--- src/rtl/preg_reclaim_unit_pkg.sv ---
// Shared sizing, types and reset helpers for the physical-register reclaim unit.
// Contents: register-file sizes, reclaim FIFO depth, RAT type, FSM state enum,
//           identity-RAT helper and the reset value of the in-use bitmap.
package preg_reclaim_unit_pkg;
  localparam int NUM_A_REGS    = 32;
  localparam int NUM_P_REGS    = 64;
  localparam int ARN_WIDTH     = $clog2(NUM_A_REGS);
  localparam int PRN_WIDTH     = $clog2(NUM_P_REGS);
  localparam int RCL_DEPTH     = 8;
  localparam int RCL_CNT_WIDTH = $clog2(RCL_DEPTH) + 1;

  typedef logic [ARN_WIDTH-1:0] arn_t;
  typedef logic [PRN_WIDTH-1:0] prn_t;
  typedef prn_t [NUM_A_REGS-1:0] rat_t;

  typedef enum logic [2:0] {
    S_IDLE,
    S_CLEAR,
    S_RAT_WALK,
    S_FL_WALK,
    S_DONE
  } reclaim_state_e;

  // Architectural reg i maps to physical reg i out of reset.
  localparam logic [NUM_P_REGS-1:0] IN_USE_RESET =
    {{(NUM_P_REGS-NUM_A_REGS){1'b0}}, {NUM_A_REGS{1'b1}}};

  function automatic rat_t identity_rat();
    rat_t r;
    for (int i = 0; i < NUM_A_REGS; i++) r[i] = prn_t'(i);
    return r;
  endfunction
endpackage

--- src/rtl/preg_reclaim_unit_if.sv ---
// Bundle of the ROB-commit, free-list push, flush and spec-RAT recovery signals.
// master: ROB / rename side (drives commit, free_ready, flush_req).
// slave : preg_reclaim_unit (drives commit_ready, free port, recovery outputs).
interface preg_reclaim_unit_if;
  import preg_reclaim_unit_pkg::*;

  logic commit_valid;
  logic commit_ready;
  logic commit_has_rd;
  arn_t commit_arch_rd;
  prn_t commit_new_preg;
  prn_t commit_old_preg;
  logic free_valid;
  logic free_ready;
  prn_t free_preg;
  logic free_clear;
  logic flush_req;
  logic recov_valid;
  arn_t recov_arch;
  prn_t recov_preg;
  logic recov_busy;
  logic recov_done;

  modport master (
    output commit_valid, commit_has_rd, commit_arch_rd, commit_new_preg, commit_old_preg,
    output free_ready, flush_req,
    input  commit_ready, free_valid, free_preg, free_clear,
    input  recov_valid, recov_arch, recov_preg, recov_busy, recov_done
  );

  modport slave (
    input  commit_valid, commit_has_rd, commit_arch_rd, commit_new_preg, commit_old_preg,
    input  free_ready, flush_req,
    output commit_ready, free_valid, free_preg, free_clear,
    output recov_valid, recov_arch, recov_preg, recov_busy, recov_done
  );
endinterface

--- src/rtl/preg_reclaim_fifo.sv ---
// Synchronous FIFO holding superseded pregs awaiting return to the free list.
// Latency: push visible at head the cycle after; push+pop in one cycle keeps count.
// Backpressure: caller gates push on count < DEPTH and pop on count != 0; flush wins.
// Ports: clk/rst, push/push_dat, pop, flush, head (oldest entry), count (occupancy).
module preg_reclaim_fifo #(
  parameter int DEPTH = 8,
  parameter int WIDTH = 6,
  parameter int CNT_W = $clog2(DEPTH) + 1
) (
  input  logic             clk,
  input  logic             rst,
  input  logic             push,
  input  logic [WIDTH-1:0] push_dat,
  input  logic             pop,
  input  logic             flush,
  output logic [WIDTH-1:0] head,
  output logic [CNT_W-1:0] count
);
  localparam int PTR_W = $clog2(DEPTH);

  logic [WIDTH-1:0] mem [DEPTH];
  logic [PTR_W-1:0] wr_ptr, rd_ptr;
  logic             do_push, do_pop;

  // Power-of-two depth: pointers wrap naturally.
  assign do_pop  = pop && (count != '0);
  assign do_push = push && ((count != CNT_W'(DEPTH)) || do_pop);
  assign head    = mem[rd_ptr];

  always_ff @(posedge clk) begin
    if (rst || flush) begin
      wr_ptr <= '0;
      rd_ptr <= '0;
      count  <= '0;
    end else begin
      if (do_push) begin
        mem[wr_ptr] <= push_dat;
        wr_ptr      <= wr_ptr + PTR_W'(1);
      end
      if (do_pop) rd_ptr <= rd_ptr + PTR_W'(1);
      case ({do_push, do_pop})
        2'b10:   count <= count + CNT_W'(1);
        2'b01:   count <= count - CNT_W'(1);
        default: count <= count;
      endcase
    end
  end
endmodule

--- src/rtl/preg_reclaim_unit.sv ---
// Retirement RAT + preg reclaim; on flush rebuilds spec RAT and free list from committed state.
// Latency: commit -> free_valid 1 cycle; recovery 1+NUM_A_REGS+NUM_P_REGS+1 cycles w/o stalls.
// Backpressure: commit_ready drops when reclaim FIFO full or recovering; FL walk waits on free_ready.
// Ports: clk, rst (sync, active-high), bus (slave modport: commit, free push, flush, recovery).
module preg_reclaim_unit
  import preg_reclaim_unit_pkg::*;
(
  input logic                clk,
  input logic                rst,
  preg_reclaim_unit_if.slave bus
);
  reclaim_state_e           state_q, state_d;
  prn_t                     idx_q, idx_d;
  rat_t                     ret_rat;
  logic [NUM_P_REGS-1:0]    in_use;
  logic                     fifo_push, fifo_pop, fifo_flush;
  prn_t                     fifo_head;
  logic [RCL_CNT_WIDTH-1:0] fifo_count;
  logic                     fifo_full, fifo_empty, commit_fire;

  assign fifo_full   = (fifo_count == RCL_CNT_WIDTH'(RCL_DEPTH));
  assign fifo_empty  = (fifo_count == '0);
  assign commit_fire = bus.commit_valid && bus.commit_ready;

  preg_reclaim_fifo #(
    .DEPTH (RCL_DEPTH),
    .WIDTH (PRN_WIDTH),
    .CNT_W (RCL_CNT_WIDTH)
  ) u_fifo (
    .clk      (clk),
    .rst      (rst),
    .push     (fifo_push),
    .push_dat (bus.commit_old_preg),
    .pop      (fifo_pop),
    .flush    (fifo_flush),
    .head     (fifo_head),
    .count    (fifo_count)
  );

  always_comb begin
    state_d          = state_q;
    idx_d            = idx_q;
    fifo_push        = 1'b0;
    fifo_pop         = 1'b0;
    fifo_flush       = 1'b0;
    bus.commit_ready = 1'b0;
    bus.free_valid   = 1'b0;
    bus.free_preg    = '0;
    bus.free_clear   = 1'b0;
    bus.recov_valid  = 1'b0;
    bus.recov_arch   = '0;
    bus.recov_preg   = '0;
    bus.recov_busy   = (state_q != S_IDLE);
    bus.recov_done   = 1'b0;
    case (state_q)
      S_IDLE: begin
        bus.commit_ready = !fifo_full;
        bus.free_valid   = !fifo_empty;
        bus.free_preg    = fifo_head;
        fifo_pop         = !fifo_empty && bus.free_ready;
        fifo_push        = bus.commit_valid && !fifo_full && bus.commit_has_rd;
        // A same-cycle commit is older than the flush and is still applied.
        if (bus.flush_req) begin
          state_d = S_CLEAR;
          idx_d   = '0;
        end
      end
      S_CLEAR: begin
        // Pending FIFO entries are not in use, so FL_WALK re-offers them.
        bus.free_clear = 1'b1;
        fifo_flush     = 1'b1;
        state_d        = S_RAT_WALK;
        idx_d          = '0;
      end
      S_RAT_WALK: begin
        bus.recov_valid = 1'b1;
        bus.recov_arch  = idx_q[ARN_WIDTH-1:0];
        bus.recov_preg  = ret_rat[idx_q[ARN_WIDTH-1:0]];
        if (idx_q == PRN_WIDTH'(NUM_A_REGS - 1)) begin
          state_d = S_FL_WALK;
          idx_d   = '0;
        end else begin
          idx_d = idx_q + PRN_WIDTH'(1);
        end
      end
      S_FL_WALK: begin
        // In-use pregs are skipped in one cycle; free ones wait for free_ready.
        if (!in_use[idx_q]) begin
          bus.free_valid = 1'b1;
          bus.free_preg  = idx_q;
        end
        if (in_use[idx_q] || bus.free_ready) begin
          if (idx_q == PRN_WIDTH'(NUM_P_REGS - 1)) state_d = S_DONE;
          else                                    idx_d   = idx_q + PRN_WIDTH'(1);
        end
      end
      S_DONE: begin
        bus.recov_done = 1'b1;
        state_d        = S_IDLE;
      end
      default: state_d = S_IDLE;
    endcase
  end

  always_ff @(posedge clk) begin
    if (rst) begin
      state_q <= S_IDLE;
      idx_q   <= '0;
      ret_rat <= identity_rat();
      in_use  <= IN_USE_RESET;
    end else begin
      state_q <= state_d;
      idx_q   <= idx_d;
      if (commit_fire && bus.commit_has_rd) begin
        ret_rat[bus.commit_arch_rd]  <= bus.commit_new_preg;
        in_use[bus.commit_old_preg]  <= 1'b0;
        in_use[bus.commit_new_preg]  <= 1'b1;
      end
    end
  end

  a_in_use_count: assert property (@(posedge clk) disable iff (rst)
    $countones(in_use) == NUM_A_REGS);
  a_old_ne_new: assert property (@(posedge clk) disable iff (rst)
    (commit_fire && bus.commit_has_rd) |-> (bus.commit_old_preg != bus.commit_new_preg));
  a_flush_idle: assert property (@(posedge clk) disable iff (rst)
    bus.flush_req |-> (state_q == S_IDLE));
endmodule

--- src/flat_wrapper.sv ---
// flat-port wrapper written by rule: the top's interface ports become plain ports
module preg_reclaim_unit_flat import preg_reclaim_unit_pkg::*;
  (clk, rst, bus_commit_valid, bus_commit_has_rd, bus_commit_arch_rd, bus_commit_new_preg, bus_commit_old_preg, bus_free_ready, bus_flush_req, bus_commit_ready, bus_free_valid, bus_free_preg, bus_free_clear, bus_recov_valid, bus_recov_arch, bus_recov_preg, bus_recov_busy, bus_recov_done);
  preg_reclaim_unit_if bus_i ();
  input logic clk;
  input logic rst;
  input wire logic [$bits(bus_i.commit_valid)-1:0] bus_commit_valid;
  input wire logic [$bits(bus_i.commit_has_rd)-1:0] bus_commit_has_rd;
  input wire logic [$bits(bus_i.commit_arch_rd)-1:0] bus_commit_arch_rd;
  input wire logic [$bits(bus_i.commit_new_preg)-1:0] bus_commit_new_preg;
  input wire logic [$bits(bus_i.commit_old_preg)-1:0] bus_commit_old_preg;
  input wire logic [$bits(bus_i.free_ready)-1:0] bus_free_ready;
  input wire logic [$bits(bus_i.flush_req)-1:0] bus_flush_req;
  output wire logic [$bits(bus_i.commit_ready)-1:0] bus_commit_ready;
  output wire logic [$bits(bus_i.free_valid)-1:0] bus_free_valid;
  output wire logic [$bits(bus_i.free_preg)-1:0] bus_free_preg;
  output wire logic [$bits(bus_i.free_clear)-1:0] bus_free_clear;
  output wire logic [$bits(bus_i.recov_valid)-1:0] bus_recov_valid;
  output wire logic [$bits(bus_i.recov_arch)-1:0] bus_recov_arch;
  output wire logic [$bits(bus_i.recov_preg)-1:0] bus_recov_preg;
  output wire logic [$bits(bus_i.recov_busy)-1:0] bus_recov_busy;
  output wire logic [$bits(bus_i.recov_done)-1:0] bus_recov_done;
  assign bus_i.commit_valid = bus_commit_valid;
  assign bus_i.commit_has_rd = bus_commit_has_rd;
  assign bus_i.commit_arch_rd = bus_commit_arch_rd;
  assign bus_i.commit_new_preg = bus_commit_new_preg;
  assign bus_i.commit_old_preg = bus_commit_old_preg;
  assign bus_i.free_ready = bus_free_ready;
  assign bus_i.flush_req = bus_flush_req;
  assign bus_commit_ready = bus_i.commit_ready;
  assign bus_free_valid = bus_i.free_valid;
  assign bus_free_preg = bus_i.free_preg;
  assign bus_free_clear = bus_i.free_clear;
  assign bus_recov_valid = bus_i.recov_valid;
  assign bus_recov_arch = bus_i.recov_arch;
  assign bus_recov_preg = bus_i.recov_preg;
  assign bus_recov_busy = bus_i.recov_busy;
  assign bus_recov_done = bus_i.recov_done;
  preg_reclaim_unit u_core (.clk(clk), .rst(rst), .bus(bus_i));
endmodule
--- config.mk ---
export PLATFORM = sky130hd
export DESIGN_NAME = preg_reclaim_unit_flat
export DESIGN_NICKNAME = d
export VERILOG_FILES = /design/src/rtl/preg_reclaim_unit_pkg.sv /design/src/rtl/preg_reclaim_unit_if.sv /design/src/rtl/preg_reclaim_fifo.sv /design/src/rtl/preg_reclaim_unit.sv /design/src/flat_wrapper.sv
export SDC_FILE = /design/constraint.sdc
export NUM_CORES = 1
export LEC_CHECK = 0
export CAP_MARGIN = 20
export CORE_MARGIN = 1
export CORE_UTILIZATION = 35
export DETAILED_ROUTE_END_ITERATION = 8
export RECOVER_POWER = 50
export SLEW_MARGIN = 15
export SYNTH_ARGS = -nofsm -noshare
export SYNTH_HDL_FRONTEND = slang
export SYNTH_HIERARCHICAL = 1
export SYNTH_SLANG_ARGS = --single-unit
--- constraint.sdc ---
create_clock -name clk -period 3.34 [get_ports clk]
set_input_delay 0.334 -clock clk [delete_from_list [all_inputs] [get_ports clk]]
set_output_delay 0.334 -clock clk [all_outputs]
set_load 0.01 [all_outputs]
Yosys cells after proc, flatten, opt, wreduce, memory -nomap -nowiden
Memories as Yosys holds them, arrays and structs flattened. A register that Yosys moved wholly into a read port is not among the register bits.
Index checks and enable logic that the tools add are counted.

cells by class
  $add $sub $neg = 5
  $lt $le $gt $ge = 8
  equality and inequality tests = 15
  mux-type cells = 39
  bitwise operators = 3
  reduce and logical (&&, ||, !) cells = 23

operator list
  cell                                                                count
  bitwise mux 192 bit                                                 1
  bitwise AND 64 bit                                                  1
  NOT 64 bit                                                          1
  OR 64 bit                                                           1
  2-to-1 mux 6 bit                                                    8
  binary-select mux 6 bit (select 5 bit)                              1
  demux 6 bit (select 5 bit)                                          1
  case mux 6 bit (4 select lines)                                     1
  < comparator 6 x 7 -> 1 bit (second input constant)                 3
  2-to-1 mux 3 bit                                                    6
  2-to-1 mux 1 bit                                                    13
  demux 1 bit (select 6 bit)                                          2
  greater-or-equal comparator 6 x 1 -> 1 bit (second input constant)  2
  < comparator 5 x 6 -> 1 bit (second input constant)                 2
  case mux 3 bit (4 select lines)                                     1
  case mux 6 bit (2 select lines)                                     1
  logical AND 1 bit                                                   10
  case mux 4 bit (2 select lines)                                     1
  AND reduction 4 bit                                                 2
  nonzero test 4 bit                                                  2
  adder 3 x 1 -> 3 bit (second input constant)                        2
  adder 6 x 1 -> 6 bit (second input constant)                        1
  binary-select mux 1 bit (select 6 bit)                              1
  == test 3 x 2 -> 1 bit (second input constant)                      2
  other kinds (21)                                                    27

word-level totals
  flip-flop bits (word level) = 275
  bits in writable memories = 48
  input port bits = 23
  output and inout bits = 23
  memories kept = 1

memory list
  name               depth  width  rd ports  clocked after Yosys merged registers in  wr ports  line                     text
  u_core.u_fifo.mem  8      6      1         1                                        1         preg_reclaim_fifo.sv:21  logic [WIDTH-1:0] mem [DEPTH];

Depth between registers and ports, before layout
Gate-level depths: netlist of run 1.

  word-level depth = 10
  gate-level depth with buffers = 15
  gate-level depth less buffers = 13

Modules after synthesis
The synthesis of run 1 kept the hierarchy.

by module, submodules not included
  module             times used  cells each  area an instance (um^2)
  preg_reclaim_unit  1           1460        12647.1
  preg_reclaim_fifo  1           152         2538.7

Least setup slack after synthesis of run 1
OpenSTA, ideal clock, no wires.

  path type = flip-flop to flip-flop
  start point = register u_core.state_q[2]
  end point = memory u_core.u_fifo.mem[1][0], enable pin
  arrival = 2504 ps
  required time = 2963 ps
  setup slack = 459 ps
  stages on the path, launching flop included = 11
  period minus slack after synthesis = 2881 ps
  path through = dfxtp_1 nor3_4 inv_2 a21oi_4 nand3_4 inv_2 buf_2 buf_2 o21ai_4 or3_1 nor3_1

RTL lines
  item                                    line                      text
  from (decl)                             preg_reclaim_unit.sv:12   reclaim_state_e state_q, state_d;
  from (signal assigned)                  preg_reclaim_unit.sv:112  state_q <= state_d;
  logical NOT 3 bit                       preg_reclaim_unit.sv:55   case (state_q)
  2-to-1 mux 1 bit                        preg_reclaim_unit.sv:55
  named net u_core.fifo_push              preg_reclaim_unit.sv:16   logic fifo_push, fifo_pop, fifo_flush;
  logical AND 1 bit                       preg_reclaim_fifo.sv:27   assign do_push = push && ((count != CNT_W'(DEPTH)) || do_pop);
  2-to-1 mux 1 bit                        preg_reclaim_fifo.sv:36   if (do_push) begin
  2-to-1 mux 1 bit                        preg_reclaim_fifo.sv:31   if (rst || flush) begin
  2-to-1 mux 1 bit (not written as such)  preg_reclaim_fifo.sv:37   mem[wr_ptr] <= push_dat;
  to (decl)                               preg_reclaim_fifo.sv:21

The timed path passes the listed nets, and every way through them passes these cells.

Worst setup path after layout of run 1
  start point = register u_core.idx_q[0]
  end point = output port bus_recov_preg[4]

on the way
  word-level cells in the longest chain between the ends = 3

RTL lines
  item                                    line                      text
  from (decl)                             preg_reclaim_unit.sv:13   prn_t idx_q, idx_d;
  from (signal assigned)                  preg_reclaim_unit.sv:113  idx_q <= idx_d;
  binary-select mux 6 bit (select 5 bit)  preg_reclaim_unit.sv:78   bus.recov_preg = ret_rat[idx_q[ARN_WIDTH-1:0]];
  2-to-1 mux 6 bit (not written as such)  preg_reclaim_unit.sv:78
  2-to-1 mux 6 bit                        preg_reclaim_unit.sv:55
  to (decl)                               flat_wrapper.sv:20        output wire logic [$bits(bus_i.recov_preg)-1:0] bus_recov_preg;

No other way between the ends. The select of a mux whose other input is x is not followed.

==> results.sh, run 1 <==
export IMPL_outcome="finished clean"
export IMPL_die_area_um2=44220
export IMPL_tns_ps=0
export IMPL_min_period_ps=3306
export IMPL_ir_drop_uv=278.0
export IMPL_path_clk_slew_ps=60
export IMPL_crit_required_ps=3010
export IMPL_power_density_nw_per_um2=520.5
export IMPL_ctsHtreeMaxLevel=2
export IMPL_synth_top_family_by_area="simple AND/OR/NAND/NOR gates"
export IMPL_synth_seq_cells=326
export IMPL_synth_edf_count=48
export IMPL_synth_top_cell_area_share_pct=36.65
export IMPL_die_h_um=210.3
export IMPL_syn_nets=1641
export IMPL_yosysSeqAreaShare_pct=46.14
export IMPL_drc=0
export IMPL_grt_remaining_overflow=0
export IMPL_crit_arrival_ps=2970
export IMPL_drive_gt1_share_pct=14.92
export IMPL_vias=12636
export IMPL_synth_area_um2=15190
export IMPL_p_sw_w=0.002421
export IMPL_hp_class="in2reg"
export IMPL_grt_max_degree=94
export IMPL_hold_depth=4
export IMPL_setup_viol=0
export IMPL_die_w_um=210.3
export IMPL_clk_latency_ps=520
export IMPL_slew_violations=0
export IMPL_numPlacedInstances=2175
export IMPL_fmax_ghz=0.3024
export IMPL_path_class="reg2out"
export IMPL_postSynthAreaPerCell_um2=9.420
export IMPL_grt_pass1_vias=12213
export IMPL_yosys_area_share_simple_pct=19.49
export IMPL_syn_inst=1612
export IMPL_async_flop_share_pct=0
export IMPL_diodes=0
export IMPL_max_slew_margin_pct=29.15
export IMPL_clockRootBuffer="clkbuf_16"
export IMPL_wl_per_cell_um=19.98
export IMPL_synth_flop_cell="dfxtp_1"
export IMPL_p_leak_nw=6.013
export IMPL_clock_power_share_pct=41.8
export IMPL_intPower_w=0.006803
export IMPL_grtUsageTotal_pct=20.13
export IMPL_clock_skew_ps=11.38
export IMPL_fin_util_pct=41.87
export IMPL_period_share_pct=98.99
export IMPL_synthXorXnorAreaFrac_pct=0.4037
export IMPL_cts_tree="built"
export IMPL_grt_pass1_wl_um=70280
export IMPL_reg2reg_depth=9
export IMPL_place_gp_congestion=0.8557
export IMPL_end_kind="primary output"
export IMPL_switching_share_pct=26.25
export IMPL_synth_compound_gate_area_share_pct=13.01
export IMPL_yosys_area_share_adder_pct=0.5438
export IMPL_syn_to_final_growth_pct=16.70
export IMPL_p_total_w=0.009224
export IMPL_portBuffers=45
export IMPL_cts_sinks=326
export IMPL_rsz0062_at_grt="true"
export IMPL_cap_violations=0
export IMPL_io_pins=46
export IMPL_drt_wl_total_um=44870
export IMPL_cts_made_buffers=36
export IMPL_combPwrFrac_pct=14.1
export IMPL_dr_pass1_iters=6
export IMPL_fp_coreArea_um2=42320
export IMPL_yosysWarnings=6
export IMPL_dr_first_iter_drc_count=1116
export IMPL_hold_ws_ps=225.4
export IMPL_synth_area_top_cells="dfxtp_1, edfxtp_1, mux2i_1"
export IMPL_yosysUniqueCellTypes=79
export IMPL_antenna_found_initial=0
export IMPL_finalNetCount=1674
export IMPL_tightest_slew_ps=1063
export IMPL_stdcell_count=2246
export IMPL_hpwlAfterDp_um=28850
export IMPL_viasPerCell=5.626
export IMPL_worstPathMaxFanout=21
export IMPL_finalHoldViolCount=0
export IMPL_synth_top_area_cell="dfxtp_1"
export IMPL_pwr_share_seq_pct=44.1
export IMPL_nFillCells=4080
export IMPL_start_util_pct=35.88
export IMPL_placementRows=75
export IMPL_final_antenna_net_count=0
export IMPL_start_kind="flip-flop"
export IMPL_clock_path_buffers=3
export IMPL_synthMuxAreaShare_pct=16.14
export IMPL_cts_hold_buf=0
==> metrics by stage <==
stage	worst slack [ps]	area, um2
after floorplan	459.2	15190
after global placement	217.6	16420
after detailed placement	156.5	16420
after CTS	1.456	17730
after global routing	-38.43	17720
final	33.60	17720
==> placed cells by master (no fill, tap or decap), types with 6 or more instances in the layout <==
master and instances:
o22ai_1 12, nor2_1 84, mux4_2 41, dlygate4sd2_1 8, nand2_1 263, and3_1 10, dlygate4sd3_1 12, a22o_1 6
mux2i_1 112, nand2b_1 9, clkbuf_16 38, nand3_1 181, edfxtp_1 48, buf_2 6, clkbuf_1 18, o221ai_1 15
dfxtp_1 275, o21ai_0 73, buf_4 71, a21oi_1 134, mux2_2 20, a221o_1 32, clkdlybuf4s50_1 15, nor3_1 17
clkinv_2 6, inv_1 7, nor3b_1 10, nor2b_1 10
==> synth_stat cells (3+ instances only) <==
library cell,count
a211oi_1,6
a21oi_1,137
a221o_1,32
a22o_1,6
and2_1,3
and3_1,11
and3b_1,4
buf_1,12
buf_2,22
buf_4,3
buf_6,3
clkbuf_1,101
dfxtp_1,278
edfxtp_1,48
ha_1,5
inv_1,8
mux2_2,20
mux2i_1,112
mux4_1,5
mux4_2,41
nand2_1,264
nand2b_1,10
nand3_1,181
nand3b_1,5
nand4_1,3
nor2_1,84
nor2_4,4
nor2b_1,10
nor3_1,17
nor3b_1,13
nor4_1,3
o21ai_0,71
o221ai_1,15
o22ai_1,12
or2_2,4
or3_1,5
xnor2_1,3
xor2_1,4
==> final timing paths <==
kind | start | endpoint | slack (ps)
max | u_core/idx_q[0]$_SDFFE_PP0P_ | bus_recov_preg[4] | 30
min | bus_commit_new_preg[2] | u_core/in_use[50]$_SDFFE_PP0P_ | 230
max reg2reg | u_core/state_q[0]$_SDFFE_PP0P_ | u_core/u_fifo/mem[7][5]$_DFFE_PP_ | 120
min reg2reg | u_core/ret_rat[28]$_SDFFE_PP0P_ | u_core/ret_rat[28]$_SDFFE_PP0P_ | 460
==> power by group through the flow <==
stage	sequential [W]	clock, W	combinational, W
floorplan	0.00414	0	0.000815
global placement	0.00417	0	0.00119
detailed placement	0.00417	0	0.00120
CTS	0.00406	0.00393	0.00131
global route	0.00407	0.00410	0.00138
finish	0.00406	0.00386	0.00130
==> routing by layer <==
metal	track usage, %	share of wire [%]	wire length, um	vias up
li1	-	-	-	5890
met2	33.48	47	21170	439
met1	26.61	44	19610	6228
met5	0	0	0	-
met4	6.695	2.7	1227	0
met3	3.173	6.4	2859	79
==> cell families after synthesis <==
family          after synthesis
simple gates                632
fa+ha+maj                     6
flops                       326
buf+inv                     152
mux                         180
compound gates              309
xor+xnor                      7
==> worst max-delay path: stages, from the launching register on <==
cell and delay, ps:
dfxtp_4 370, buf_12 160, bufbuf_16 350, mux4_2 530, o22ai_1 200, a21oi_1 60
a21oi_1 170, nor2_1 80, clkdlybuf4s50_1 510
==> timing repair <==
item	4_1_cts	5_1_grt
gates resized for setup	22	7
gates cloned	2	1
endpoints found under the setup margin	13	7
setup buffers	5	1
pin swaps	5	1
==> final cells by class <==
type	instances	area, um2	share of cell area, %
Inverter	10	37.54	0.2118
Timing Repair Buffer	137	1255	7.081
Tap cell	577	721.9	4.074
Clock buffer	50	1005	5.669
Sequential cell	326	7013	39.57
Clock inverter	12	117.6	0.6637
Multi-Input combinational cell	1134	7572	42.73
==> registers in the layout (all words and copies together), names as in the netlist, named ones only <==
name	count
u_core/idx_q	6
u_core/u_fifo/mem	48
u_core/u_fifo/wr_ptr	3
u_core/state_q	3
u_core/ret_rat	192
u_core/u_fifo/rd_ptr	3
u_core/in_use	64
u_core/u_fifo/count	4
No activity file was read; power rests on OpenSTA's default activity.
==> inputs of run 2 (changes only) <==
--- a/config.mk
+++ b/config.mk
@@ -9,6 +9,7 @@
 export CORE_MARGIN = 1
 export CORE_UTILIZATION = 35
 export DETAILED_ROUTE_END_ITERATION = 8
+export GPL_ROUTABILITY_DRIVEN = 0
 export RECOVER_POWER = 50
 export SLEW_MARGIN = 15
 export SYNTH_ARGS = -nofsm -noshare
==> results of run 2 <==
No change in the layout: final DEF, timing and power equal those of run 1.
